[src/rtl/msg_frame_uart_tx_if.sv]
// Handshake/bus bundle between the message sequencer upstream and the framing UART transmitter.
interface msg_frame_uart_tx_if #(
  parameter int DATASIZE = 128
);
  logic                start;
  logic [DATASIZE-1:0] data;
  logic [5:0]          state;
  logic                ready;
  logic                tx_busy;
  logic                uart_txd;

  modport master (
    output start,
    output data,
    input  state,
    input  ready,
    input  tx_busy,
    input  uart_txd
  );

  modport slave (
    input  start,
    input  data,
    output state,
    output ready,
    output tx_busy,
    output uart_txd
  );
endinterface

[src/rtl/msg_frame_uart_tx.sv]
// Message-framing 8N1 UART transmitter: sends a latched word MSB byte first.
// Optional macro SKIP_NULL_EN: zero bytes are skipped instead of transmitted.
module msg_frame_uart_tx #(
  parameter int DATASIZE     = 128,
  parameter int PAYLOAD_BITS = 8,
  parameter int CLK_HZ       = 100_000_000,
  parameter int BIT_RATE     = 9_600
) (
  input  logic              clk,
  input  logic              resetn,
  msg_frame_uart_tx_if.slave bus
);

  localparam int NBYTES = DATASIZE / PAYLOAD_BITS;
  localparam int CYC    = CLK_HZ / BIT_RATE;
  localparam int CW     = (CYC > 1) ? $clog2(CYC) : 1;
  localparam int BW     = $clog2(PAYLOAD_BITS + 2);

  localparam logic [CW-1:0] CYC_LAST  = CW'(CYC - 1);
  localparam logic [BW-1:0] BIT_LAST  = BW'(PAYLOAD_BITS + 1);
  localparam logic [5:0]    LAST_IDX  = 6'(NBYTES - 1);
  localparam logic [5:0]    CODE_DONE = 6'(NBYTES);
  localparam logic [5:0]    CODE_IDLE = 6'(NBYTES + 1);
  localparam logic [5:0]    CODE_LOAD = 6'(NBYTES + 2);

  typedef enum logic [1:0] {S_SEND, S_DONE, S_IDLE, S_LOAD} phase_t;

  phase_t                  r_phase, w_phaseNext;
  logic [5:0]              r_idx, w_idxNext;
  logic                    r_issued, w_issuedNext;
  logic [DATASIZE-1:0]     r_msg, w_msgNext;
  logic                    w_txEn;
  logic                    w_advance;
  logic [PAYLOAD_BITS-1:0] w_curByte;
  logic [5:0]              w_stateCode;

  logic                    r_txBusy;
  logic                    r_txd;
  logic [PAYLOAD_BITS:0]   r_frame;
  logic [CW-1:0]           r_cycCnt;
  logic [BW-1:0]           r_bitCnt;

  // The message register shifts left as bytes complete, so the current byte is always on top.
  assign w_curByte = r_msg[DATASIZE-1 -: PAYLOAD_BITS];

  always_ff @(posedge clk or negedge resetn) begin
    if (!resetn) begin
      r_phase  <= S_IDLE;
      r_idx    <= '0;
      r_issued <= 1'b0;
      r_msg    <= '0;
    end else begin
      r_phase  <= w_phaseNext;
      r_idx    <= w_idxNext;
      r_issued <= w_issuedNext;
      r_msg    <= w_msgNext;
    end
  end

  always_comb begin
    w_phaseNext  = r_phase;
    w_idxNext    = r_idx;
    w_issuedNext = r_issued;
    w_msgNext    = r_msg;
    w_txEn       = 1'b0;
    w_advance    = 1'b0;
    case (r_phase)
      S_IDLE, S_LOAD: begin
        if (bus.start) begin
          w_msgNext    = bus.data;
          w_idxNext    = '0;
          w_issuedNext = 1'b0;
          w_phaseNext  = S_SEND;
        end else if (r_phase == S_LOAD) begin
          w_phaseNext = S_IDLE;
        end
      end
      S_SEND: begin
        if (!r_issued) begin
`ifdef SKIP_NULL_EN
          if (w_curByte == '0) begin
            w_advance = 1'b1;
          end else if (!r_txBusy) begin
            w_txEn       = 1'b1;
            w_issuedNext = 1'b1;
          end
`else
          if (!r_txBusy) begin
            w_txEn       = 1'b1;
            w_issuedNext = 1'b1;
          end
`endif
        end else if (!r_txBusy) begin
          w_advance = 1'b1;
        end
        if (w_advance) begin
          w_issuedNext = 1'b0;
          w_msgNext    = r_msg << PAYLOAD_BITS;
          if (r_idx == LAST_IDX) begin
            w_phaseNext = S_DONE;
          end else begin
            w_idxNext = r_idx + 6'd1;
          end
        end
      end
      S_DONE: w_phaseNext = S_LOAD;
      default: w_phaseNext = S_IDLE;
    endcase
  end

  always_comb begin
    w_stateCode = CODE_IDLE;
    case (r_phase)
      S_SEND:  w_stateCode = r_idx;
      S_DONE:  w_stateCode = CODE_DONE;
      S_LOAD:  w_stateCode = CODE_LOAD;
      default: w_stateCode = CODE_IDLE;
    endcase
  end

  // Bit engine: the start bit is driven on load; the frame register holds data bits then the stop bit.
  always_ff @(posedge clk or negedge resetn) begin
    if (!resetn) begin
      r_txBusy <= 1'b0;
      r_txd    <= 1'b1;
      r_frame  <= '0;
      r_cycCnt <= '0;
      r_bitCnt <= '0;
    end else if (!r_txBusy) begin
      if (w_txEn) begin
        r_frame  <= {1'b1, w_curByte};
        r_txBusy <= 1'b1;
        r_txd    <= 1'b0;
        r_cycCnt <= '0;
        r_bitCnt <= '0;
      end
    end else if (r_cycCnt == CYC_LAST) begin
      r_cycCnt <= '0;
      if (r_bitCnt == BIT_LAST) begin
        r_txBusy <= 1'b0;
        r_txd    <= 1'b1;
      end else begin
        r_bitCnt <= r_bitCnt + 1'b1;
        r_txd    <= r_frame[0];
        r_frame  <= r_frame >> 1;
      end
    end else begin
      r_cycCnt <= r_cycCnt + 1'b1;
    end
  end

  assign bus.state    = w_stateCode;
  assign bus.ready    = (r_phase == S_DONE) & ~r_txBusy;
  assign bus.tx_busy  = r_txBusy;
  assign bus.uart_txd = r_txd;

endmodule

[src/flat_wrapper.sv]
// flat-port wrapper written by rule: the top's interface ports become plain ports
module msg_frame_uart_tx_flat 
#(
  parameter int DATASIZE     = 128,
  parameter int PAYLOAD_BITS = 8,
  parameter int CLK_HZ       = 100_000_000,
  parameter int BIT_RATE     = 9_600
)
  (clk, resetn, bus_start, bus_data, bus_state, bus_ready, bus_tx_busy, bus_uart_txd);
  msg_frame_uart_tx_if #(.DATASIZE(DATASIZE)) bus_i ();
  input  logic clk;
  input  logic resetn;
  input wire logic [$bits(bus_i.start)-1:0] bus_start;
  input wire logic [$bits(bus_i.data)-1:0] bus_data;
  output wire logic [$bits(bus_i.state)-1:0] bus_state;
  output wire logic [$bits(bus_i.ready)-1:0] bus_ready;
  output wire logic [$bits(bus_i.tx_busy)-1:0] bus_tx_busy;
  output wire logic [$bits(bus_i.uart_txd)-1:0] bus_uart_txd;
  assign bus_i.start = bus_start;
  assign bus_i.data = bus_data;
  assign bus_state = bus_i.state;
  assign bus_ready = bus_i.ready;
  assign bus_tx_busy = bus_i.tx_busy;
  assign bus_uart_txd = bus_i.uart_txd;
  msg_frame_uart_tx #(.DATASIZE(DATASIZE), .PAYLOAD_BITS(PAYLOAD_BITS), .CLK_HZ(CLK_HZ), .BIT_RATE(BIT_RATE)) u_core (.clk(clk), .resetn(resetn), .bus(bus_i));
endmodule
[config.mk]
export PLATFORM = sky130hd
export DESIGN_NAME = msg_frame_uart_tx_flat
export DESIGN_NICKNAME = d
export VERILOG_FILES = /design/src/rtl/msg_frame_uart_tx_if.sv /design/src/rtl/msg_frame_uart_tx.sv /design/src/flat_wrapper.sv
export SDC_FILE = /design/constraint.sdc
export NUM_CORES = 1
export LEC_CHECK = 0
export BUFFER_PORTS_ARGS = -buffer_cell sky130_fd_sc_hd__buf_2
export CORE_AREA = 4 4 125 127
export DETAILED_ROUTE_END_ITERATION = 12
export DIE_AREA = 0 0 129 131
export PLACE_DENSITY = 0.79
export SLEW_MARGIN = 20
export SYNTH_ARGS = -nofsm -noshare
export SYNTH_HDL_FRONTEND = slang
export SYNTH_SLANG_ARGS = --single-unit
[constraint.sdc]
create_clock -name clk -period 2.4 [get_ports clk]
set_input_delay 0 -clock clk [delete_from_list [all_inputs] [get_ports clk]]
set_output_delay 0 -clock clk [all_outputs]
set_load 0.005 [all_outputs]
Word-level counts from Yosys, hierarchy flattened
Index checks and enable logic that the tools add are counted.
W data, S select, Z words.
- memory bits (writable): 0
- input bits: 131
- register bits after elaboration: 166
- logic and storage cells: 78
- memory bits (read-only): 0
- bits in latches: 0
- output and inout port bits: 9
- memories kept: 0
- bitwise logic cells: 2
- reduce and logical (&&, ||, !) cells: 10
- muxes and demuxes: 41
- $add $sub $neg: 3
- multipliers: 0
- order comparisons: 0
- div/mod/pow operators: 0
- eq/ne operators: 13
- shift operators: 0
- operator list (kind ; count):
    $mux W128 ; 2
    $pmux W128 S2 ; 1
    $mux W14 ; 3
    $mux W9 ; 4
    $mux W6 ; 3
    $pmux W6 S3 ; 1
    $mux W1 ; 16
    $mux W4 ; 4
    $add A14 B1 Y14 const B ; 1
    $eq A14 B14 Y1 const B ; 1
    $pmux W6 S2 ; 1
    $ne A2 B2 Y1 const B ; 5
    $reduce_and A3 Y1 ; 3
    $mux W2 ; 4
    $add A6 B1 Y6 const B ; 1
    $eq A6 B4 Y1 const B ; 1
    $pmux W2 S3 ; 1
    $add A4 B1 Y4 const B ; 1
    $eq A2 B2 Y1 const B ; 2
    $eq A4 B4 Y1 const B ; 1
    $reduce_and A2 Y1 ; 2
    $reduce_and A4 Y1 ; 1
    $reduce_bool A2 Y1 ; 2
    $ne A3 B2 Y1 const B ; 1
    7 further kinds ; 7

Depth between registers and ports, before layout
Gate-level depths: netlist (run 1).
- depth in word-level cells: 5
- mapped depth: 11
- depth with buffers taken out: 6

Worst setup path after synthesis (run 1)
No wires, ideal clock.
- path kind: register to register
- from: register u_core.r_txBusy (netlist: u_core.bus.tx_busy)
- to: register u_core.r_msg[20]
- buffers on the path: 5
- cell stages (with the launch flop): 12
- required time: 2267 ps
- clock period less this slack: 2187 ps
- arrival: 2054 ps
- path slack: 213 ps
- setup time: 133 ps
- cells stage by stage: dfrtp_1 clkbuf_1 inv_1 clkbuf_1 ha_1 nor3b_4 nor2_4 buf_4 buf_2 buf_2 nand2_1 o21ai_0
- cells in the longest elaborated chain, start to end: 5
- ends and longest elaborated chain (element ; RTL line ; text):
    start: declaration ; msg_frame_uart_tx.sv:37 ; logic r_txBusy;
    start signal: assignment ; msg_frame_uart_tx.sv:124 ; r_txBusy <= 1'b0;
    start signal: assignment ; msg_frame_uart_tx.sv:132 ; r_txBusy <= 1'b1;
    start signal: assignment ; msg_frame_uart_tx.sv:140 ; r_txBusy <= 1'b0;
    $mux W1 ; msg_frame_uart_tx.sv:93 ; end else if (!r_txBusy) begin
    $mux W1 ; msg_frame_uart_tx.sv:79 ; if (!r_issued) begin
    $mux W1 ; msg_frame_uart_tx.sv:67 ; case (r_phase)
    $ne A2 B2 Y1 (no source line) ; -- ;
    $reduce_and A3 Y1 (no source line) ; -- ;
    end signal: assignment ; msg_frame_uart_tx.sv:56 ; r_msg <= w_msgNext;
    end: declaration ; msg_frame_uart_tx.sv:31 ; logic [DATASIZE-1:0] r_msg, w_msgNext;
Every way passes these cells. The select of a mux whose other input is x is not followed.
A chain may end at the register's enable or synchronous reset.

Worst setup path in the final report (run 1)
- from: register u_core.r_cycCnt[0]
- to: register u_core.r_bitCnt[0]
- cells in the longest elaborated chain, start to end: 3
- ends and longest elaborated chain (element ; RTL line ; text):
    start: declaration ; msg_frame_uart_tx.sv:40 ; logic [CW-1:0] r_cycCnt;
    start signal: assignment ; msg_frame_uart_tx.sv:148 ; r_cycCnt <= r_cycCnt + 1'b1;
    $eq A14 B14 Y1 ; msg_frame_uart_tx.sv:137 ; end else if (r_cycCnt == CYC_LAST) begin
    $ne A2 B2 Y1 (no source line) ; -- ;
    $reduce_and A3 Y1 (no source line) ; -- ;
    end signal: assignment ; msg_frame_uart_tx.sv:143 ; r_bitCnt <= r_bitCnt + 1'b1;
    end: declaration ; msg_frame_uart_tx.sv:41 ; logic [BW-1:0] r_bitCnt;
Every way passes these cells.

==> metrics, run 1 <==
status=finished clean; total of buffers placed on input and output ports=around 140; 1st-iter DRT viols=485; die span in y=about 130 um; worst min path class=in -> async; Max IR drop VDD=0.674 mV; switching share of power=between 30% and 40%; count of H-tree levels built during CTS=4; Post-synth EDFFs=0; Min Hold Slack=between 100 and 150 ps; global-route total usage across every layer=26.0%; layout-stage area growth over the synthesis result=34.5%; global-route wire length before repair=roughly 35 mm; starting density of the core=between 50% and 60%; crit path max fanout=16; DR vias=6,863; Critical Path End Type=register; insertion delay to the later sink of the worst-skew pair=between 400 and 500 ps; number of distinct library cell variants in the gate-level netlist after synthesis=between 40 and 50; synthesized instance count=approximately 800; max-slew violation count=0; Clock Pin Slew Worst Setup and Hold Paths=60 ps; post-layout instance area=between 10,000 and 15,000 um2; critical path data required time=approximately 2700 ps; cell types occupying the most area after synthesis=sky130_fd_sc_hd__dfrtp_1, sky130_fd_sc_hd__mux2i_1, sky130_fd_sc_hd__o21ai_0, sky130_fd_sc_hd__nand2_1, sky130_fd_sc_hd__buf_4; proportion of layout cells with a drive suffix above 1=18.8%; area share of the leading cell type in the synthesized netlist=between 50 and 60%; Max Clock Skew=just under 8 ps; die width=129 um; actual slew at the worst max-slew pin=1010 ps; count of endpoints failing hold in the final timing report=0; post-detail-place hpwl=roughly 12 mm; number of non-filler instances in the completed layout=~1,200; sequential area share after synthesis=between 50% and 60%; total routed wirelength=approximately 21 mm; number of diodes=0; endpoint of the worst register-to-register path=u_core.r_bitCnt[0]$_DFFE_PN0P_; weighted congestion at the end of routability-driven global placement=0.838; delay contributed by the slowest stage of the critical path=580 ps; sequential share of power=between 40% and 50%; via count of the first global-routing pass=7,042; maximum number of pins on one net before global-route repair=111; asr flop ratio synth=100%; internal portion of total power=7.52 mW; FF/Latch Area=roughly 4200 um2; register bit count reported by yosys=approximately 170; router iterations before antenna repair=5; number of cells traversed by the worst register-to-register path=5; max-slew headroom at the worst pin=between 30% and 40%; number of antenna violations at the first check in global routing=0; critical path's slowest cell=sky130_fd_sc_hd__and4_1; synthesized net count=approximately 900; clk root buf=sky130_fd_sc_hd__clkbuf_16; leakage dissipation=roughly 5.6 nW; switching power=between 4 and 5 mW; max_cap viols=0; commonest non-fill, non-tap cell in the layout=sky130_fd_sc_hd__dfrtp_1; worst endpoint data arrival time=~2400 ps; clock buffer count from CTS=17; mean area per synthesized cell=between 10 and 15 um2; clock tree sinks=approximately 170; number of vias per cell after detailed routing=between 5 and 6; clock tree from TritonCTS=yes; dominant synthesized flop cell=sky130_fd_sc_hd__dfrtp_1; Achievable Freq=477 MHz; final setup TNS=0 ps; Placed Instance Area=~8800 um2; worst reg2reg setup slack=slightly above 300 ps; final count of negative-setup-slack endpoints=0; number of warnings reported in the yosys synthesis log=0; post-detailed-route wirelength per cell=17.4 um; combined area of the multi-input logic cells=about 3500 um2; critical path startpoint category=register; Layout fillers=around 930; share of total power in the clock network=between 20% and 30%; unrepaired setup endpoints after global routing=false; combinational power share=between 30% and 40%; cell-by-cell listing of the critical path=ha_1, and3_1, and4_1, nor2_1, or3_1; number of nets with antenna violations after routing=0; critical path class=reg -> reg; Reg2Reg Launch Point=u_core.r_cycCnt[0]$_DFFE_PN0P_; share of the clock period used by the worst path=87.3%; Core Util, Final=74.5%; floorplan row count=44; Power per Cell Area=1090 nW/um2; core box area=14,400 um2; final-stage net count=1,168; area of the die=about 17,000 um2; Tmin final=2090 ps; number of ports placed on the die boundary=140; post-synthesis instance area=about 8000 um2; global-route congestion overflow total=0; number of instances in the placed design=approximately 1,100; remaining routing DRC violations=0; largest buffer count on any clock path=2; library cell occupying the most area in the post-synthesis netlist=sky130_fd_sc_hd__dfrtp_1; top library cells by usage in the layout, fill and taps aside=sky130_fd_sc_hd__dfrtp_1, sky130_fd_sc_hd__nand2_1, sky130_fd_sc_hd__buf_2
==> critical path, delay by kind of cell (launching register included) <==
| family | cells | cell delay, ps |
|---|---|---|
| flip-flops | 1 | 460 |
| adder cells (fa/ha/maj) | 1 | 220 |
| AND/OR/NAND/NOR | 4 | 1280 |
==> sequential cells by signal, indices dropped and copies added (netlist names) <==
name                 cells
u_core.r_phase           2
u_core.r_issued          1
u_core.bus.uart_txd      1
u_core.r_frame           9
u_core.bus.tx_busy       1
u_core.r_bitCnt          4
u_core.r_idx             6
u_core.r_cycCnt         14
u_core.r_msg           128
==> layout make-up <==
type                    count  share of cell area [%]
repair buffers            284                    20.5
clock buffers              20                    4.16
multi-input cells         557                    32.8
inverters                   4                   0.140
clock inverters            12                    1.65
flip-flops and latches    166                    38.7
well taps                 184                    2.14
==> kinds of logic after synthesis <==
kind of cell / synth area share (%)
buffers and inverters: 4.06
AO/OA/AOI/OAI: 13.7
adder cells (fa/ha/maj): 1.10
AND/OR/NAND/NOR: 13.3
multiplexers: 15.8
flip-flops: 52.0
==> per-stage QoR <==
step / total power [mW] / worst slack (ps)
2_1_floorplan: 7.47 / 213
3_3_place_gp: 8.31 / 89.3
3_5_place_dp: 8.51 / 36.7
4_1_cts: 11.6 / 46.3
5_1_grt: 12.5 / 146
6_report: 11.7 / 305
==> how the worst max path moves through the flow <==
stage | from | end | slack, ps
floorplan | u_core.bus.tx_busy$_DFF_PN0_ | u_core.r_msg[20]$_DFFE_PN0P_ | 210
global placement | u_core.bus.tx_busy$_DFF_PN0_ | u_core.r_msg[95]$_DFFE_PN0P_ | 90
detailed placement | u_core.bus.tx_busy$_DFF_PN0_ | u_core.r_msg[34]$_DFFE_PN0P_ | 40
CTS | u_core.bus.tx_busy$_DFF_PN0_ | u_core.r_msg[40]$_DFFE_PN0P_ | 50
global route | u_core.r_cycCnt[0]$_DFFE_PN0P_ | u_core.r_bitCnt[0]$_DFFE_PN0P_ | 150
finish | u_core.r_cycCnt[0]$_DFFE_PN0P_ | u_core.r_bitCnt[0]$_DFFE_PN0P_ | 310
==> Yosys cell counts (9+ instances only) <==
cell / instances
sky130_fd_sc_hd__a21oi_1: 13
sky130_fd_sc_hd__a22o_1: 9
sky130_fd_sc_hd__a31oi_1: 10
sky130_fd_sc_hd__and3_1: 12
sky130_fd_sc_hd__buf_2: 18
sky130_fd_sc_hd__buf_4: 17
sky130_fd_sc_hd__clkbuf_1: 23
sky130_fd_sc_hd__dfrtp_1: 164
sky130_fd_sc_hd__mux2i_1: 125
sky130_fd_sc_hd__nand2_1: 145
sky130_fd_sc_hd__nand3_1: 17
sky130_fd_sc_hd__nor2_1: 12
sky130_fd_sc_hd__o21ai_0: 132
sky130_fd_sc_hd__o21ai_1: 9
==> power groups by stage <==
stage	clock [mW]	combinational [mW]	sequential, mW
after global placement	0	3.64	4.68
after detailed placement	0	3.79	4.72
after global routing	3.06	4.58	4.88
final	2.90	4.06	4.76
after floorplan	0	3.00	4.47
after CTS	2.93	3.97	4.69
==> what timing repair did <==
item,in CTS,in global routing
setup endpoints to repair,0,100
endpoints found under the hold margin,197,0
hold buffers,129,0
resized for setup,0,0
buffers inserted,0,0
==> layer usage <==
| metal | share of wire (%) | GRT usage [%] |
|---|---|---|
| met1 | 40 | 31.3 |
| met4 | 3.5 | 11.9 |
| met3 | 4.8 | 5.20 |
| met2 | 51 | 45.2 |
| met5 | 0 | 0 |
Power figures use the tool's default switching activity.
==> run 2, diff against run 1 <==
--- a/config.mk
+++ b/config.mk
@@ -5,11 +5,11 @@
 export SDC_FILE = /design/constraint.sdc
 export NUM_CORES = 1
 export LEC_CHECK = 0
-export BUFFER_PORTS_ARGS = -buffer_cell sky130_fd_sc_hd__buf_2
 export CORE_AREA = 4 4 125 127
 export DETAILED_ROUTE_END_ITERATION = 12
 export DIE_AREA = 0 0 129 131
-export PLACE_DENSITY = 0.79
+export DONT_BUFFER_PORTS = 1
+export PLACE_DENSITY = 0.7
 export SLEW_MARGIN = 20
 export SYNTH_ARGS = -nofsm -noshare
 export SYNTH_HDL_FRONTEND = slang
==> run 2 against run 1 <==
Effect of this change: the flow now finishes with violations (negative hold slack); clock power is essentially flat; highest routed layer unchanged; largest cell class unchanged; routed wire length shrank 9.4%; flip-flop and latch count is the same; critical endpoint is now u_core.r_msg[83]$_DFFE_PN0P_.
==> metrics, run 2 (synthesis gave the netlist of run 1 again) <==
final setup TNS=0 ps; clock tree from TritonCTS=yes; 1st-iter DRT viols=375; router iterations before antenna repair=5; critical path class=reg -> reg; insertion delay to the later sink of the worst-skew pair=approximately 430 ps; post-detailed-route wirelength per cell=17.8 um; global-route wire length before repair=~32 mm; endpoint of the worst register-to-register path=u_core.r_msg[83]$_DFFE_PN0P_; post_cts resized=0; top library cells by usage in the layout, fill and taps aside=sky130_fd_sc_hd__dfrtp_1, sky130_fd_sc_hd__nand2_1, sky130_fd_sc_hd__o21ai_0; top routing layer in use=met4; Power per Cell Area=around 1100 nW/um2; remaining routing DRC violations=0; status=finished, violations left; via count of the first global-routing pass=between 6,000 and 7,000; flip-flop count of the largest register, all copies and words added=about 130; final count of negative-setup-slack endpoints=0; leakage dissipation=roughly 5.1 nW; commonest non-fill, non-tap cell in the layout=sky130_fd_sc_hd__dfrtp_1; Clock Pin Slew Worst Setup and Hold Paths=about 70 ps; pre-CTS worst setup slack=between 300 and 400 ps; Layout fillers=1,037; maximum number of pins on one net before global-route repair=between 150 and 200; DR vias=6,228; Max Clock Skew=8.08 ps; area of the die=approximately 17,000 um2; number of nets with antenna violations after routing=0; number of ports placed on the die boundary=140; Min Hold Slack=-732 ps; combinational power share=about a third; clock buffer count from CTS=17; met2 routed WL=just under 10 mm; max-slew headroom at the worst pin=roughly half; share of total power in the clock network=about a quarter; total of buffers placed on input and output ports=0; largest reg by FF count=u_core.r_msg; clk root buf=sky130_fd_sc_hd__clkbuf_16; sequential share of power=around two fifths; weighted congestion at the end of routability-driven global placement=a little over 0.8; Setup WS post-layout=272 ps; count of H-tree levels built during CTS=4; Max IR drop VDD=0.877 mV; core box area=about 14,000 um2; floorplan row count=44; global-route total usage across every layer=around a quarter; unrepaired setup endpoints after global routing=false; clock tree sinks=approximately 170; starting density of the core=between 50% and 60%; die width=~130 um; critical path data required time=2670 ps; proportion of layout cells with a drive suffix above 1=under 10%; Critical Path End Type=register; worst reg2reg setup slack=approximately 270 ps; Reg2Reg Launch Point=u_core.bus.tx_busy$_DFF_PN0_; max-slew violation count=0; actual slew at the worst max-slew pin=about 770 ps; max_cap viols=0; critical path startpoint category=register; crit path max fanout=170; Achievable Freq=~470 MHz; Tmin final=2130 ps; number of non-filler instances in the completed layout=approximately 1,100; met3 layer wire length in the routed design=897 um; final-stage net count=between 1,000 and 1,500; number of vias per cell after detailed routing=5.75; number of antenna violations at the first check in global routing=1; count of endpoints failing hold in the final timing report=166; launch point of the worst path=u_core.bus.tx_busy$_DFF_PN0_; share of the clock period used by the worst path=around 90%; total routed wirelength=around 19 mm; Power Total=about 11 mW; post-detail-place hpwl=11.5 mm; post-CTS setup buffer count=0; die span in y=131 um; biggest registers after layout=u_core.r_msg (128), u_core.r_cycCnt (14), u_core.r_frame (9); number of buffers inserted by hold repair at cts=about 130; number of cells traversed by the worst register-to-register path=6; internal portion of total power=7.30 mW; switching power=slightly above 4 mW; largest buffer count on any clock path=2; worst endpoint data arrival time=around 2400 ps; number of instances in the placed design=between 900 and 1,000; worst min path class=in -> async; global-route congestion overflow total=0; switching share of power=a little over a third; violations in the final reports=negative hold slack; met1 layer wirelength in the final routing=approximately 8.2 mm; layout-stage area growth over the synthesis result=24.7%; capture point of the critical path=u_core.r_msg[83]$_DFFE_PN0P_
[run 2: changes by cell type in the layout (fill, tap and decap cells not counted), sizes merged]
| cell | change |
|---|---|
| dlygate4sd3 | -1 |
| nor2 | -1 |
| clkinvlp | -2 |
| clkinv | -2 |
| buf | -142 |
| bufinv | -1 |
| clkbuf | -2 |
| diode | +1 |
| inv | +7 |
[run 2: worst max-delay path: stages, from the launching register on]
cell and delay, ps:
sky130_fd_sc_hd__dfrtp_1 340, sky130_fd_sc_hd__inv_1 80, sky130_fd_sc_hd__ha_1 220, sky130_fd_sc_hd__nor3b_4 180, sky130_fd_sc_hd__nor2_4 360, sky130_fd_sc_hd__buf_12 520, sky130_fd_sc_hd__o21ai_0 220
[run 2: final cells by class]
| type | count | area, um2 | share of cell area (%) |
|---|---|---|---|
| diodes | 1 | 2.50 | 0.0251 |
| repair buffers | 141 | 1420 | 14.2 |
| clock inverters | 14 | 186 | 1.87 |
| multi-input cells | 556 | 3510 | 35.3 |
| well taps | 184 | 230 | 2.31 |
| flip-flops and latches | 166 | 4160 | 41.7 |
| inverters | 4 | 15.0 | 0.151 |
| clock buffers | 18 | 439 | 4.41 |
[run 2: worst min path at each step]
stage | slack, ps | start | cells after the start | endpoint
5_1_grt | -760 | resetn | 0 | u_core.r_msg[112]$_DFFE_PN0P_
6_report | -730 | resetn | 0 | u_core.r_msg[113]$_DFFE_PN0P_
2_1_floorplan | -300 | resetn | 0 | u_core.bus.tx_busy$_DFF_PN0_
3_5_place_dp | -290 | resetn | 0 | u_core.r_msg[108]$_DFFE_PN0P_
4_1_cts | -750 | resetn | 0 | u_core.r_msg[106]$_DFFE_PN0P_
3_3_place_gp | -290 | resetn | 0 | u_core.r_msg[108]$_DFFE_PN0P_
[run 2: power groups by stage]
| stage | Combinational (mW) | Clock, mW | Sequential [mW] |
|---|---|---|---|
| 3_3_place_gp | 3.37 | 0 | 4.67 |
| 2_1_floorplan | 3.00 | 0 | 4.47 |
| 5_1_grt | 4.31 | 3.09 | 4.87 |
| 4_1_cts | 3.73 | 2.94 | 4.69 |
| 3_5_place_dp | 3.55 | 0 | 4.73 |
| 6_report | 3.80 | 2.89 | 4.74 |
[run 2: per-layer routing]
metal / GRT usage (%) / vias to the layer above
met2: 40.4 / 156
met1: 30.4 / 3026
met5: 0 / -
met4: 9.02 / 0
met3: 6.42 / 41
li1: - / 3005
[run 2: per-stage QoR]
| step | util (%) | hold slack, ps | instance area (um2) |
|---|---|---|---|
| floorplan | - | -296 | 7990 |
| detailed placement | 55.8 | -290 | 8050 |
| finish | 69.1 | -732 | 9960 |
| global route | 69.1 | -764 | 9960 |
| global placement | 55.8 | -290 | 8050 |
| CTS | 69.0 | -751 | 9960 |
==> run 3, diff against run 2 <==
--- a/config.mk
+++ b/config.mk
@@ -9,6 +9,7 @@
 export DETAILED_ROUTE_END_ITERATION = 12
 export DIE_AREA = 0 0 129 131
 export DONT_BUFFER_PORTS = 1
+export HOLD_SLACK_MARGIN = 0.15
 export PLACE_DENSITY = 0.7
 export SLEW_MARGIN = 20
 export SYNTH_ARGS = -nofsm -noshare
==> run 3 against run 2 <==
Effect of this change: setup slack lost 97 ps; clock skew up 3.2 ps; final area grew 2.0%; clock power hardly changed; global-route usage increased by 0.27 points; maximum frequency is 4.3% lower; the run still ends with negative hold slack left; utilization rose by 1.4 points; sequential share of layout area is 0.82 points lower.
==> metrics, run 3 (synthesis gave the netlist of run 1 again) <==
number of nets with antenna violations after routing=0; max_cap viols=0; worst min path class=in -> async; starting density of the core=between 50% and 60%; Max Clock Skew=about 11 ps; number of non-filler instances in the completed layout=around 1,100; post-detailed-route wirelength per cell=between 15 and 20 um; status=finished, violations left; number of vias per cell after detailed routing=slightly below 6; Clock Pin Slew Worst Setup and Hold Paths=approximately 70 ps; final count of negative-setup-slack endpoints=0; global-route wire length before repair=about 33 mm; number of antenna violations at the first check in global routing=1; maximum number of pins on one net before global-route repair=171; via count of the first global-routing pass=between 6,000 and 7,000; remaining routing DRC violations=0; Achievable Freq=between 400 and 500 MHz; Tmin final=between 2000 and 2500 ps; die span in y=between 100 and 150 um; delay-heaviest family, CP=buffers and inverters; share of the clock period used by the worst path=a little over 90%; global-route congestion overflow total=0; FF/Latch Area=between 4000 and 5000 um2; critical path's slowest cell=sky130_fd_sc_hd__dlygate4sd3_1; Min Hold Slack=-733 ps; max-slew headroom at the worst pin=between 40% and 50%; die width=approximately 130 um; flip-flop count of the largest register, all copies and words added=between 100 and 150; router iterations before antenna repair=4; Critical Path End Type=register; final setup TNS=0 ps; area of the die=16,900 um2; biggest registers after layout=u_core.r_msg (128), u_core.r_cycCnt (14), u_core.r_frame (9); top library cells by usage in the layout, fill and taps aside=sky130_fd_sc_hd__dfrtp_1, sky130_fd_sc_hd__nand2_1, sky130_fd_sc_hd__dlygate4sd3_1; commonest non-fill, non-tap cell in the layout=sky130_fd_sc_hd__dfrtp_1; crit path max fanout=27; combined area of the multi-input logic cells=roughly 3500 um2; post-detail-place hpwl=around 12 mm; number of buffers inserted by hold repair at cts=144; insertion delay to the later sink of the worst-skew pair=between 400 and 500 ps; floorplan row count=44; count of H-tree levels built during CTS=4; clock buffer count from CTS=17; unrepaired setup endpoints after global routing=false; violations in the final reports=negative hold slack; global-route total usage across every layer=approximately 24%; cell-by-cell listing of the critical path=nor2_4, buf_4, buf_16, mux2i_1, o21ai_1, dlygate4sd3_1; clk root buf=sky130_fd_sc_hd__clkbuf_16; number of instances in the placed design=between 900 and 1,000; Layout fillers=approximately 1,000; largest reg by FF count=u_core.r_msg; clock tree sinks=around 170; Bufs and invs on worst path=3; number of ports placed on the die boundary=140; Max IR drop VDD=just under 0.9 mV; weighted congestion at the end of routability-driven global placement=0.828; largest buffer count on any clock path=2; Power per Cell Area=1150 nW/um2; DR vias=roughly 6,400; layout-stage area growth over the synthesis result=27.2%; max-slew violation count=0; total of buffers placed on input and output ports=0; proportion of layout cells with a drive suffix above 1=between 6 and 7%; final-stage net count=between 1,000 and 1,500; core box area=~14,000 um2; 1st-iter DRT viols=438; critical path class=reg -> reg; delay contributed by the slowest stage of the critical path=560 ps; critical path startpoint category=register; total routed wirelength=about 20 mm; worst endpoint data arrival time=around 2500 ps; clock tree from TritonCTS=yes; critical path data required time=~2700 ps; leakage dissipation=slightly above 5 nW; actual slew at the worst max-slew pin=756 ps; count of endpoints failing hold in the final timing report=166
run 3: metrics by stage:
stage | hold slack (ps) | setup WS (ps) | util, % | cell area (um2) | power, mW
global placement | -290 | 344 | 55.8 | 8050 | 8.04
floorplan | -296 | 213 | - | 7990 | 7.47
global route | -765 | 50.7 | 70.4 | 10200 | 12.6
detailed placement | -290 | 302 | 55.8 | 8050 | 8.28
CTS | -751 | 47.4 | 70.2 | 10100 | 11.6
finish | -733 | 175 | 70.4 | 10200 | 11.7
run 3: area by class of cell:
cell class	instances	area share [%]
Inverter	4	0.148
Antenna cell	1	0.0246
Multi-Input combinational cell	556	34.6
Timing Repair Buffer	159	15.9
Tap cell	184	2.27
Clock inverter	14	1.83
Sequential cell	166	40.9
Clock buffer	18	4.32
run 3: timing repair:
| action | CTS | global route |
|---|---|---|
| endpoints found under the hold margin | 296 | 166 |
| setup buffers | 0 | 1 |
| endpoints found under the setup margin | 0 | 15 |
| gates resized for setup | 0 | 1 |
run 3: path summary, 6_finish.rpt:
check	from	endpoint	slack [ps]	cells after the start
setup / recovery	u_core.r_phase[0]$_DFFE_PN0P_	u_core.r_msg[37]$_DFFE_PN0P_	180	6
setup reg to reg	u_core.r_phase[0]$_DFFE_PN0P_	u_core.r_msg[37]$_DFFE_PN0P_	180	6
hold / removal	resetn	u_core.r_msg[113]$_DFFE_PN0P_	-730	0
min in group clk	bus_data[108]	u_core.r_msg[108]$_DFFE_PN0P_	290	3
hold reg to reg	u_core.r_msg[127]$_DFFE_PN0P_	u_core.r_msg[127]$_DFFE_PN0P_	480	2
max in group asynchronous	resetn	u_core.r_msg[79]$_DFFE_PN0P_	2810	0
run 3: routing by layer:
| metal | vias up | share of wire [%] | track usage, % |
|---|---|---|---|
| met1 | 3148 | 41 | 30.5 |
| met2 | 170 | 51 | 41.7 |
| met3 | 34 | 5.1 | 6.38 |
| li1 | 3034 | - | - |
| met4 | 0 | 2.0 | 8.21 |
| met5 | - | 0 | 0 |
run 3: report_power, final:
part / switching (mW) / internal, mW / leakage (nW)
combinational: 2.21 / 1.87 / 2.71
sequential: 0.790 / 3.95 / 2.16
clock: 1.21 / 1.70 / 0.301
total: 4.21 / 7.52 / 5.17
